File: src/rtl/serial_word_receiver.sv
// Bit-serial to parallel word receiver with a one-cycle valid pulse per completed frame.
// Define SER_RX_PARITY_EN to append an even-parity bit to each frame (enables PAR state and perr).
`timescale 1ns/1ps
module serial_word_receiver #(
  parameter int WIDTH     = 32,
  parameter int LSB_FIRST = 1
) (
  input  logic                         clk,
  input  logic                         reset,
  input  logic                         start,
  input  logic                         din,
  output logic [WIDTH-1:0]             word,
  output logic                         valid,
  output logic                         busy,
  output logic [$clog2(WIDTH+1)-1:0]   bit_count,
  output logic                         perr
);

  localparam int CW = $clog2(WIDTH+1);
  localparam logic [CW-1:0] LAST = CW'(WIDTH-1);

`ifdef SER_RX_PARITY_EN
  typedef enum logic [1:0] {IDLE, RECV, PAR} state_t;
`else
  typedef enum logic {IDLE, RECV} state_t;
`endif

  state_t state, state_next;

  logic [WIDTH-1:0] shift_reg;
  logic [WIDTH-1:0] shifted;
  logic [WIDTH-1:0] word_src;
  logic             capture;
  logic             last_bit;
  logic             load_word;
`ifdef SER_RX_PARITY_EN
  logic             par_ok;
  logic             par_fail;
  logic             perr_q;
`endif

  // After WIDTH shifts the first bit has travelled to the far end of the register.
  assign shifted = (LSB_FIRST != 0) ? {din, shift_reg[WIDTH-1:1]}
                                    : {shift_reg[WIDTH-2:0], din};

  always_ff @(posedge clk or posedge reset) begin
    if (reset) state <= IDLE;
    else       state <= state_next;
  end

  always_comb begin
    state_next = state;
    case (state)
      IDLE: if (start) state_next = RECV;
`ifdef SER_RX_PARITY_EN
      RECV: if (bit_count == LAST) state_next = PAR;
      PAR:  state_next = IDLE;
`else
      RECV: if (bit_count == LAST) state_next = IDLE;
`endif
      default: state_next = IDLE;
    endcase
  end

  always_comb begin
    busy     = (state != IDLE);
    capture  = (state == RECV) || ((state == IDLE) && start);
    last_bit = (state == RECV) && (bit_count == LAST);
`ifdef SER_RX_PARITY_EN
    par_ok    = ~(^shift_reg ^ din);
    load_word = (state == PAR) && par_ok;
    par_fail  = (state == PAR) && !par_ok;
    word_src  = shift_reg;
`else
    load_word = last_bit;
    word_src  = shifted;
`endif
  end

  always_ff @(posedge clk or posedge reset) begin
    if (reset) begin
      shift_reg <= '0;
      word      <= '0;
      valid     <= 1'b0;
      bit_count <= '0;
    end else begin
      valid <= load_word;
      if (capture)   shift_reg <= shifted;
      if (load_word) word      <= word_src;
`ifdef SER_RX_PARITY_EN
      // bit_count reaches WIDTH while the parity bit is pending.
      if (capture)            bit_count <= bit_count + CW'(1);
      else if (state == PAR)  bit_count <= '0;
`else
      if (last_bit)           bit_count <= '0;
      else if (capture)       bit_count <= bit_count + CW'(1);
`endif
    end
  end

`ifdef SER_RX_PARITY_EN
  always_ff @(posedge clk or posedge reset) begin
    if (reset) perr_q <= 1'b0;
    else       perr_q <= par_fail;
  end
  assign perr = perr_q;
`else
  assign perr = 1'b0;
`endif

endmodule

File: config.mk
export PLATFORM = sky130hd
export DESIGN_NAME = serial_word_receiver
export DESIGN_NICKNAME = d
export VERILOG_FILES = /design/src/rtl/serial_word_receiver.sv
export SDC_FILE = /design/constraint.sdc
export NUM_CORES = 1
export LEC_CHECK = 0
export CAP_MARGIN = 30
export CORE_MARGIN = 3
export CORE_UTILIZATION = 40
export DETAILED_ROUTE_END_ITERATION = 12
export DONT_BUFFER_PORTS = 1
export HOLD_SLACK_MARGIN = 0.15
export RECOVER_POWER = 100
export SYNTH_ARGS = -nofsm -noshare
export SYNTH_HDL_FRONTEND = slang
export SYNTH_SLANG_ARGS = --single-unit
File: constraint.sdc
create_clock -name clk -period 2.5 [get_ports clk]
set_input_delay 0.25 -clock clk [delete_from_list [all_inputs] [get_ports clk]]
set_output_delay 0.25 -clock clk [all_outputs]
set_load 0.02 [all_outputs]
==> flow_metrics.env <==
export IMPL_tightest_slew_ps=946
export IMPL_multi_input_area_um2=865
export IMPL_rsz0062_at_grt="no"
export IMPL_drive_gt1_frac=0.446
export IMPL_start_util=0.421
export IMPL_drcViolationCount=0
export IMPL_status="complete, no violations"
export IMPL_synth_nets=175
export IMPL_yosysSeqAreaShare=0.653
export IMPL_fp_dieH_um=88.5
export IMPL_grt_max_degree=40
export IMPL_cp_max_fo=37
export IMPL_wl_per_cell_um=17.6
export IMPL_startpoint_type="flop"
export IMPL_hold_class="input port to async pin"
export IMPL_grt_pass1_vias=1575
export IMPL_clock_path_buffers=2
export IMPL_clockRootBuffer="clkbuf_8"
export IMPL_viasPerCell=5.21
export IMPL_grt_use_total=0.134
export IMPL_ant_nets=0
export IMPL_setup_violations=0
export IMPL_ys_seq_elements=71
export IMPL_netlist_area_um2=2720
export IMPL_largest_register_ffs=32
export IMPL_drv_slew=0
export IMPL_antenna_cells=0
export IMPL_dieArea_um2=7830
export IMPL_final_common_cell="dfrtp_1"
export IMPL_tns_ps=0
export IMPL_fin_nets=184
export IMPL_clkLatencyLatePin_ps=340
export IMPL_cts_repair_resized=0
export IMPL_die_w_um=88.5
export IMPL_ir_drop_v=0.000487
export IMPL_maxCapViolations=0
export IMPL_core_area_um2=6460
export IMPL_place_inst=242
export IMPL_finalHoldViolations=0
export IMPL_critical_path_arrival_ps=2250
export IMPL_grt_pass1_wl_um=7850
export IMPL_p_leak_nw=1.36
export IMPL_synth_top_area_frac=0.653
export IMPL_grt_ovfl_total=0
export IMPL_synthToLayoutAreaGrowth_pct=10.3
export IMPL_firstDrtPassIters=4
export IMPL_routed_wl_um=4600
export IMPL_post_synth_cell_area_avg_um2=16.0
export IMPL_synth_top_cell_by_area="dfrtp_1"
export IMPL_synth_warnings=0
export IMPL_period_share=0.813
export IMPL_slew_headroom=0.369
export IMPL_most_common_layout_cells="dfrtp_1 (71), mux2_2 (61), clkbuf_8 (12), nand2_1 (6)"
export IMPL_place_gp_congestion=0.802
export IMPL_max_freq_ghz=0.492
export IMPL_synthCells=170
export IMPL_htree_num_levels=3
export IMPL_path_clk_slew_ps=80
export IMPL_crit_type="flop to flop"
export IMPL_layout_area_seq_um2=1780
export IMPL_drt_iter0_markers=48
export IMPL_rows=29
export IMPL_vias=1359
export IMPL_period_minus_slack_ps=2030
export IMPL_antenna_found_initial=0
export IMPL_numClockSinks=71
export IMPL_post_dp_hpwl_um=2940
export IMPL_synth_cell_type_count=25
export IMPL_finalNonFillerCells=261
export IMPL_cts_buffers=9
export IMPL_n_fill_cell=559
export IMPL_skew_ps=10.1
export IMPL_io_pins=45
export IMPL_end_kind="flop"
export IMPL_cts_tree="built"
export IMPL_cp_required_ps=2720
export IMPL_power_density_nw_per_um2=1260
export IMPL_port_buffers=0
export IMPL_ys_top_cells_by_area="dfrtp_1 (65%), mux2_2 (25%), buf_6 (1.2%)"
==> path summary, 6_finish.rpt <==
| kind | startpoint | end | slack, ps | depth (start not counted) |
|---|---|---|---|---|
| max | bit_count[1] | word[20] | 470 | 5 |
| min | reset | shift_reg[12] | 470 | 3 |
| max reg2reg | bit_count[1] | word[20] | 470 | 5 |
| min reg2reg | shift_reg[1] | word[0] | 510 | 1 |
| max in group asynchronous | reset | shift_reg[8] | 1230 | 3 |
| min in group clk | shift_reg[1] | word[0] | 510 | 1 |
==> Yosys cell counts, drive strengths merged <==
library cell,instances
clkbuf,1
nand4,1
xnor2,2
dfrtp,71
nand2b,1
or2,1
mux2,63
inv,2
nor2,2
o41ai,1
buf,7
a21oi,1
or3,1
ha,1
o21ai,3
mux2i,1
nand3,2
o31ai,1
nand2,6
conb,1
nor3,1
==> stage by stage <==
stage | setup slack, ps | cell area, um^2 | utilization | hold WS, ps | power, mW
floorplan | 453 | 2720 | - | 402 | 2.75
global placement | 726 | 2790 | 0.432 | 239 | 2.89
detailed placement | 632 | 2790 | 0.432 | 260 | 2.97
CTS | 612 | 3020 | 0.467 | 467 | 3.85
global route | 339 | 3000 | 0.465 | 505 | 4.03
finish | 468 | 3000 | 0.465 | 465 | 3.77
==> cells by family after synthesis <==
kind of cell,count (synthesis),share of synthesized area
and+or+nand+nor,15,0.0317
xor gates and xnor gates,2,0.00644
muxes,64,0.264
DFF,71,0.653
adders and majority gates,1,0.00460
buffers and inverters,10,0.0248
other,1,0.00138
AOI/OAI and AO/OA,6,0.0133
==> layer usage <==
metal,vias up,part of all wire,global-route usage
met2,38,0.49,0.208
met3,9,0.066,0.0549
li1,608,-,-
met1,704,0.43,0.163
met5,-,0,0
met4,0,0.018,0.0618
==> report_power, final <==
| group | internal, mW | switching (mW) |
|---|---|---|
| Combinational | 0.405 | 0.231 |
| Clock | 0.441 | 0.413 |
| Sequential | 1.61 | 0.675 |
| Total | 2.46 | 1.32 |
==> worst max-delay path: stages (launching register included) <==
cell and delay (ps):
dfrtp_1 530, ha_1 300, nand2_1 70, nor3_1 350, buf_12 280, mux2_2 360
==> what timing repair did <==
action                    in CTS  in global routing
hold endpoints to repair      75                  0
hold buffers                   3                  0
buffers inserted               0                  0
==> final cells by class <==
class | count | area share
flip-flops and latches | 71 | 0.592
multi-input cells | 89 | 0.288
clock buffers | 12 | 0.0550
well taps | 77 | 0.0321
repair buffers | 6 | 0.0208
clock inverters | 4 | 0.00959
inverters | 2 | 0.00250
Power figures use the tool's default switching activity.
